==> config.mk <==
export PLATFORM = sky130hd
export DESIGN_NAME = macrow4_seq_flat
export DESIGN_NICKNAME = d
export VERILOG_FILES = /design/src/rtl/macrow4_pkg.sv /design/src/rtl/macrow4_seq_if.sv /design/src/rtl/macrow4_resfifo.sv /design/src/rtl/macrow4_seq.sv /design/src/flat_wrapper.sv
export SDC_FILE = /design/constraint.sdc
export NUM_CORES = 1
export LEC_CHECK = 0
export CORE_MARGIN = 10
export CORE_UTILIZATION = 53
export DETAILED_ROUTE_END_ITERATION = 10
export PLACE_DENSITY = 0.86
export SYNTH_ARGS = -nofsm -noshare
export SYNTH_HDL_FRONTEND = slang
export SYNTH_SLANG_ARGS = --single-unit
==> constraint.sdc <==
create_clock -name clk -period 3.2 [get_ports clk]
set_input_delay 0.48 -clock clk [delete_from_list [all_inputs] [get_ports clk]]
set_output_delay 0.48 -clock clk [all_outputs]
set_load 0.1 [all_outputs]
==> src/rtl/macrow4_pkg.sv <==
// Shared widths, FSM state encoding and lane helper
// for the macrow4 initiator-side sequencer.
package macrow4_pkg;

    localparam int FP_W  = 16;
    localparam int LANES = 4;
    localparam int VEC_W = FP_W * LANES;

    typedef enum logic [2:0] {
        ST_IDLE,
        ST_LOADW,
        ST_GAP,
        ST_STREAM,
        ST_DRAIN
    } state_e;

    // Lane k of a packed FP16 vector; lane 0 is the low word.
    function automatic logic [FP_W-1:0] lane(
        input logic [VEC_W-1:0] v,
        input logic [1:0]       k
    );
        return v[FP_W*int'(k) +: FP_W];
    endfunction

endpackage

==> src/rtl/macrow4_seq_if.sv <==
// Data-mover side handshakes of the macrow4 sequencer:
// weight vectors, X vectors and the result stream.
interface macrow4_seq_if;
    import macrow4_pkg::*;

    logic             cfg_valid_i;
    logic             cfg_ready_o;
    logic [VEC_W-1:0] w_vec_i;
    logic             x_valid_i;
    logic             x_ready_o;
    logic [VEC_W-1:0] x_vec_i;
    logic             y_valid_o;
    logic             y_ready_i;
    logic [FP_W-1:0]  y_o;

    modport master (
        output cfg_valid_i, w_vec_i,
        output x_valid_i, x_vec_i,
        output y_ready_i,
        input  cfg_ready_o, x_ready_o,
        input  y_valid_o, y_o
    );

    modport slave (
        input  cfg_valid_i, w_vec_i,
        input  x_valid_i, x_vec_i,
        input  y_ready_i,
        output cfg_ready_o, x_ready_o,
        output y_valid_o, y_o
    );

endinterface

==> src/rtl/macrow4_resfifo.sv <==
// First-word-fall-through result FIFO; push into a
// full FIFO and pop from an empty one are ignored.
module macrow4_resfifo
    import macrow4_pkg::*;
#(
    parameter int DEPTH = 2,
    localparam int CW = $clog2(DEPTH + 1),
    localparam int PW = (DEPTH > 1) ? $clog2(DEPTH) : 1
) (
    input  logic            clk,
    input  logic            reset_n,
    input  logic            push,
    input  logic [FP_W-1:0] din,
    input  logic            pop,
    output logic [FP_W-1:0] dout,
    output logic            empty,
    output logic            full,
    output logic [CW-1:0]   count
);

    logic [FP_W-1:0] mem [DEPTH];
    logic [PW-1:0]   wp_q, rp_q;
    logic            do_push, do_pop;

    function automatic logic [PW-1:0] nxt(input logic [PW-1:0] p);
        return (p == PW'(DEPTH - 1)) ? '0 : p + PW'(1);
    endfunction

    assign empty   = (count == '0);
    assign full    = (count == CW'(DEPTH));
    assign do_push = push && !full;
    assign do_pop  = pop && !empty;
    assign dout    = empty ? '0 : mem[rp_q];

    // Storage array; contents are masked while empty.
    always_ff @(posedge clk) begin
        if (do_push) mem[wp_q] <= din;
    end

    // Pointers and occupancy.
    always_ff @(posedge clk or negedge reset_n) begin
        if (!reset_n) begin
            wp_q  <= '0;
            rp_q  <= '0;
            count <= '0;
        end else begin
            if (do_push) wp_q <= nxt(wp_q);
            if (do_pop)  rp_q <= nxt(rp_q);
            unique case ({do_push, do_pop})
                2'b10:   count <= count + CW'(1);
                2'b01:   count <= count - CW'(1);
                default: count <= count;
            endcase
        end
    end

endmodule

==> src/rtl/macrow4_seq.sv <==
// Serialises weight and X vectors onto the macrow4
// load ports and collects results under a credit limit.
module macrow4_seq
    import macrow4_pkg::*;
#(
    parameter int DEPTH = 2
) (
    input  logic            clk,
    input  logic            reset_n,
    macrow4_seq_if.slave    bus,
    output logic [3:0]      enW_o,
    output logic [FP_W-1:0] W_o,
    output logic            enX_o,
    output logic [FP_W-1:0] X_o,
    input  logic            mac_valid_i,
    input  logic [FP_W-1:0] mac_y_i,
    output logic            err_o
);

    localparam int CW = $clog2(DEPTH + 1);

    state_e           state_q, state_d;
    logic [1:0]       cnt_q;
    logic [VEC_W-1:0] w_q, x_q;
    logic             loaded_q, err_q;
    logic [CW-1:0]    credit_q, fifo_count, pending;
    logic             idle, last, cfg_hs, x_hs, y_hs;
    logic             push, fifo_empty, fifo_full;

    // Results not yet returned = issued-not-popped minus queued.
    assign pending = credit_q - fifo_count;
    assign idle    = (state_q == ST_IDLE);
    assign last    = (cnt_q == 2'd3);

    // A pending reconfiguration takes priority over new X vectors.
    assign bus.cfg_ready_o = idle && (pending == '0);
    assign bus.x_ready_o   = loaded_q && !bus.cfg_valid_i
                          && (credit_q < CW'(DEPTH))
                          && (idle || (state_q == ST_STREAM && last));

    assign cfg_hs = bus.cfg_valid_i && bus.cfg_ready_o;
    assign x_hs   = bus.x_valid_i && bus.x_ready_o;
    assign y_hs   = bus.y_valid_o && bus.y_ready_i;
    assign push   = mac_valid_i && (pending != '0) && !fifo_full;
    assign err_o  = err_q;

    // State register.
    always_ff @(posedge clk or negedge reset_n) begin
        if (!reset_n) state_q <= ST_IDLE;
        else          state_q <= state_d;
    end

    // Next-state decode.
    always_comb begin
        state_d = state_q;
        unique case (state_q)
            ST_IDLE: begin
                if (cfg_hs)                state_d = ST_LOADW;
                else if (bus.cfg_valid_i)  state_d = ST_DRAIN;
                else if (x_hs)             state_d = ST_STREAM;
            end
            ST_LOADW:  if (last) state_d = ST_GAP;
            ST_GAP:    state_d = ST_IDLE;
            ST_STREAM: if (last) state_d = x_hs ? ST_STREAM : ST_IDLE;
            ST_DRAIN:  if (pending == '0) state_d = ST_IDLE;
            default:   state_d = ST_IDLE;
        endcase
    end

    // Lane counter, vector registers, credit and flags.
    always_ff @(posedge clk or negedge reset_n) begin
        if (!reset_n) begin
            cnt_q    <= '0;
            w_q      <= '0;
            x_q      <= '0;
            loaded_q <= 1'b0;
            err_q    <= 1'b0;
            credit_q <= '0;
        end else begin
            if (state_q == ST_LOADW || state_q == ST_STREAM)
                cnt_q <= cnt_q + 2'd1;
            else
                cnt_q <= '0;
            if (cfg_hs) w_q <= bus.w_vec_i;
            if (x_hs)   x_q <= bus.x_vec_i;
            if (state_q == ST_LOADW && last) loaded_q <= 1'b1;
            if (mac_valid_i && pending == '0) err_q <= 1'b1;
            unique case ({x_hs, y_hs})
                2'b10:   credit_q <= credit_q + CW'(1);
                2'b01:   credit_q <= credit_q - CW'(1);
                default: credit_q <= credit_q;
            endcase
        end
    end

    // MAC load-port drive; idle ports stay at zero.
    always_comb begin
        enW_o = '0;
        W_o   = '0;
        enX_o = 1'b0;
        X_o   = '0;
        if (state_q == ST_LOADW) begin
            enW_o = 4'b0001 << cnt_q;
            W_o   = lane(w_q, cnt_q);
        end
        if (state_q == ST_STREAM) begin
            enX_o = 1'b1;
            X_o   = lane(x_q, cnt_q);
        end
    end

    macrow4_resfifo #(.DEPTH(DEPTH)) u_fifo (
        .clk     (clk),
        .reset_n (reset_n),
        .push    (push),
        .din     (mac_y_i),
        .pop     (bus.y_ready_i),
        .dout    (bus.y_o),
        .empty   (fifo_empty),
        .full    (fifo_full),
        .count   (fifo_count)
    );

    assign bus.y_valid_o = !fifo_empty;

endmodule

==> src/flat_wrapper.sv <==
// flat-port wrapper written by rule: the top's interface ports become plain ports
module macrow4_seq_flat import macrow4_pkg::*;
#(
    parameter int DEPTH = 2
)
  (clk, reset_n, enW_o, W_o, enX_o, X_o, mac_valid_i, mac_y_i, err_o, bus_cfg_valid_i, bus_w_vec_i, bus_x_valid_i, bus_x_vec_i, bus_y_ready_i, bus_cfg_ready_o, bus_x_ready_o, bus_y_valid_o, bus_y_o);
  macrow4_seq_if bus_i ();
  input  logic clk;
  input  logic reset_n;
  output logic [3:0] enW_o;
  output logic [FP_W-1:0] W_o;
  output logic enX_o;
  output logic [FP_W-1:0] X_o;
  input  logic mac_valid_i;
  input  logic [FP_W-1:0] mac_y_i;
  output logic err_o;
  input wire logic [$bits(bus_i.cfg_valid_i)-1:0] bus_cfg_valid_i;
  input wire logic [$bits(bus_i.w_vec_i)-1:0] bus_w_vec_i;
  input wire logic [$bits(bus_i.x_valid_i)-1:0] bus_x_valid_i;
  input wire logic [$bits(bus_i.x_vec_i)-1:0] bus_x_vec_i;
  input wire logic [$bits(bus_i.y_ready_i)-1:0] bus_y_ready_i;
  output wire logic [$bits(bus_i.cfg_ready_o)-1:0] bus_cfg_ready_o;
  output wire logic [$bits(bus_i.x_ready_o)-1:0] bus_x_ready_o;
  output wire logic [$bits(bus_i.y_valid_o)-1:0] bus_y_valid_o;
  output wire logic [$bits(bus_i.y_o)-1:0] bus_y_o;
  assign bus_i.cfg_valid_i = bus_cfg_valid_i;
  assign bus_i.w_vec_i = bus_w_vec_i;
  assign bus_i.x_valid_i = bus_x_valid_i;
  assign bus_i.x_vec_i = bus_x_vec_i;
  assign bus_i.y_ready_i = bus_y_ready_i;
  assign bus_cfg_ready_o = bus_i.cfg_ready_o;
  assign bus_x_ready_o = bus_i.x_ready_o;
  assign bus_y_valid_o = bus_i.y_valid_o;
  assign bus_y_o = bus_i.y_o;
  macrow4_seq #(.DEPTH(DEPTH)) u_core (.clk(clk), .reset_n(reset_n), .bus(bus_i), .enW_o(enW_o), .W_o(W_o), .enX_o(enX_o), .X_o(X_o), .mac_valid_i(mac_valid_i), .mac_y_i(mac_y_i), .err_o(err_o));
endmodule
==> summary.txt <==
outcome: finished, final reports clean
Inserted Diodes: 0
multiplexer share of the synthesized area: 0.311
wire per inst: 21.9 um
Crit path largest cell delay: 660 ps
max_slew headroom: 0.353
XOR/XNOR share of the synthesized area: 0.0101
adder-cell share of the synthesized area: 0.00804
Sink Count: 173
CP bufs+invs: 2
nets@finish: 858
postcts setup bufs: 0
worst vdd ir: 0.551 mV
drt drc: 0
commonest cells after routing, fill and taps aside: clkdlybuf4s50_1 (148), dfrtp_1 (139), mux2_2 (101), buf_12 (41)
DR vias: 4893
syn nets: 655
CTS Buffer Depth: 2
Layout area overhead: 41.2%
CP arrival: 2270 ps
vias in the first global route: 5487
post-synthesis compound-gate area fraction: 0.0117
grt total ovfl: 0
Core Box Area: 14500 sq um
fin crit share: 0.860
CTS tree: done
Die Y: 141 um
Worst setup EP type: output pin
DIE AREA: 19900 sq um
share of cells above drive strength 1: 0.373
register area share after synthesis: 0.577
Hold/Removal Path Class: input pin to asynchronous set/reset pin
Crit Path Class: flip-flop to output pin
initial antenna violation count: 0
max cap viols: 0
area leader, netlist: dfrtp_1
Detail Placement HPWL: 14200 um
final clock skew: 7.46 ps
CP max stage cell: dfrtp_2
CTS Buf Count: 17
fin crit period: 2750 ps
routability cong.: 0.822
drt first-iter violations: 304
commonest non-fill, non-tap cell in the layout: clkdlybuf4s50_1
largest net degree at the start of global routing: 93
Tot GR Track Use: 0.201
count of warnings emitted by yosys: 0
Overall Power: 10.8 mW
simple-gate share of the synthesized area: 0.0556
Max Clk Rate: 363 MHz
crit start category: flip-flop
Yosys reg bits: 173
Req. time, crit path: 2720 ps
RSZ-0062 raised after global routing: no
post_cts resized: 0
CTS Hold Bufs: 0
Setup-failing EPs final: 0
Final TNS setup: 0 ps
pwr dens: 983 nW/um^2
final instance area: 11000 sq um
CP max FO: 20
top post-synthesis cells by area: dfrtp_1 (45%), mux2_2 (15%), edfxtp_1 (12%)
Synth Cell Area: 7780 sq um
Cell variety after synth: 35
register clock-pin slew on the reported worst setup and hold paths: 60 ps
I/O pin count: 207
final wirelength: 19700 um
Placed Area: 10400 sq um
FFs w/ async S/R, synth: 0.815
DR vias/cell: 5.44
first-pass GRT wire length: 31200 um
row count: 44
Pre-antenna DRT Iters: 4
IO Port Bufs: 206
starting density of the core: 0.538
combinational family with the most area after synthesis: multiplexers
Cells after Synth: 500
Chip Width: 141 um
DRT antenna net count: 0
leakage: 4.69 nW
Synth Area per Inst: 15.6 sq um
Final Max Tran Viols: 0
Root Driver: clkbuf_16
Final Non-Filler Cells: 900
worst-margin pin slew: 970 ps
CP top delay family: flip-flops
ys flop type: dfrtp_1
CP Cell Sequence: buf_4, mux4_2, and3_1, buf_12
post-synth top area share: 0.453
Clock Latency Late Sink: 420 ps
Inst Count DP: 868
H-tree depth: 4
Post-synth EDFFs: 32
Hold Vio Cnt, Final: 0
==> state kept, by name (all words and copies together) (netlist names) <==
name and flops:
u_core.u_fifo.rp_q 1, u_core.u_fifo.mem 32, u_core.err_o 1, u_core.u_fifo.count 2, u_core.u_fifo.wp_q 1, u_core.state_q 3
u_core.w_q 64, u_core.loaded_q 1, u_core.cnt_q 2, u_core.x_q 64, u_core.credit_q 2
==> where the power goes <==
group / total (mW) / leakage (nW) / internal (mW) / switching [mW]
clock network: 2.13 / 0.282 / 1.24 / 0.887
registers: 3.87 / 2.00 / 3.24 / 0.624
logic: 4.81 / 2.41 / 2.19 / 2.62
==> path summary, 6_finish.rpt <==
check	startpoint	to	slack [ps]	cells past startpoint
setup / recovery	u_core.cnt_q[1]$_DFF_PN0_	X_o[1]	450	4
hold / removal	reset_n	u_core.w_q[27]$_DFFE_PN0P_	130	1
setup reg to reg	u_core.cnt_q[1]$_DFF_PN0_	u_core.x_q[48]$_DFFE_PN0P_	730	4
hold reg to reg	u_core.err_o$_DFFE_PN0P_	u_core.err_o$_DFFE_PN0P_	470	1
max in group asynchronous	reset_n	u_core.w_q[45]$_DFFE_PN0P_	2250	2
min in group clk	u_core.err_o$_DFFE_PN0P_	u_core.err_o$_DFFE_PN0P_	470	1
==> per-layer routing <==
| layer | GRT usage | wire length, um | vias up |
|---|---|---|---|
| li1 | - | - | 2228 |
| met1 | 0.243 | 7820 | 2497 |
| met2 | 0.340 | 10500 | 147 |
| met3 | 0.0548 | 1120 | 21 |
| met4 | 0.0652 | 354 | 0 |
| met5 | 0 | 0 | - |
==> area by class of cell <==
| cell class | instances | area [sq um] |
|---|---|---|
| inverter | 9 | 33.8 |
| sequential | 173 | 4490 |
| timing repair buffer | 217 | 2520 |
| clock buffer | 17 | 425 |
| tap | 184 | 230 |
| clock inverter | 15 | 184 |
| multi-input combinational | 285 | 3110 |
| fill | 838 | 3490 |
==> stage by stage <==
stage / worst slack [ps] / hold WS, ps / util
floorplan: 18.9 / 184 / -
global placement: 491 / 443 / 0.717
detailed placement: 432 / 456 / 0.717
CTS: 411 / 167 / 0.759
global route: 368 / 190 / 0.759
finish: 449 / 131 / 0.759
==> cell usage after synthesis (all sizes together), types with 3 or more instances <==
cell,instances
buf,17
nor2,24
nand2,7
and3,16
mux2,128
xnor2,6
mux2i,16
mux4,32
o21ai,5
a21oi,4
edfxtp,32
and2,20
clkbuf,16
ha,5
nand2b,3
inv,9
nor3,3
xor2,3
dfrtp,141
==> cells by family (layout without fill, tap and decap cells) <==
family                     count (synthesis)  count (layout)
muxes                                    176             176
buffers and inverters                     42             258
adders and majority gates                  5               5
xor gates and xnor gates                   9               9
DFF                                      173             173
and+or+nand+nor                           80              80
AOI/OAI and AO/OA                         15              15
Power figures use the tool's default switching activity.
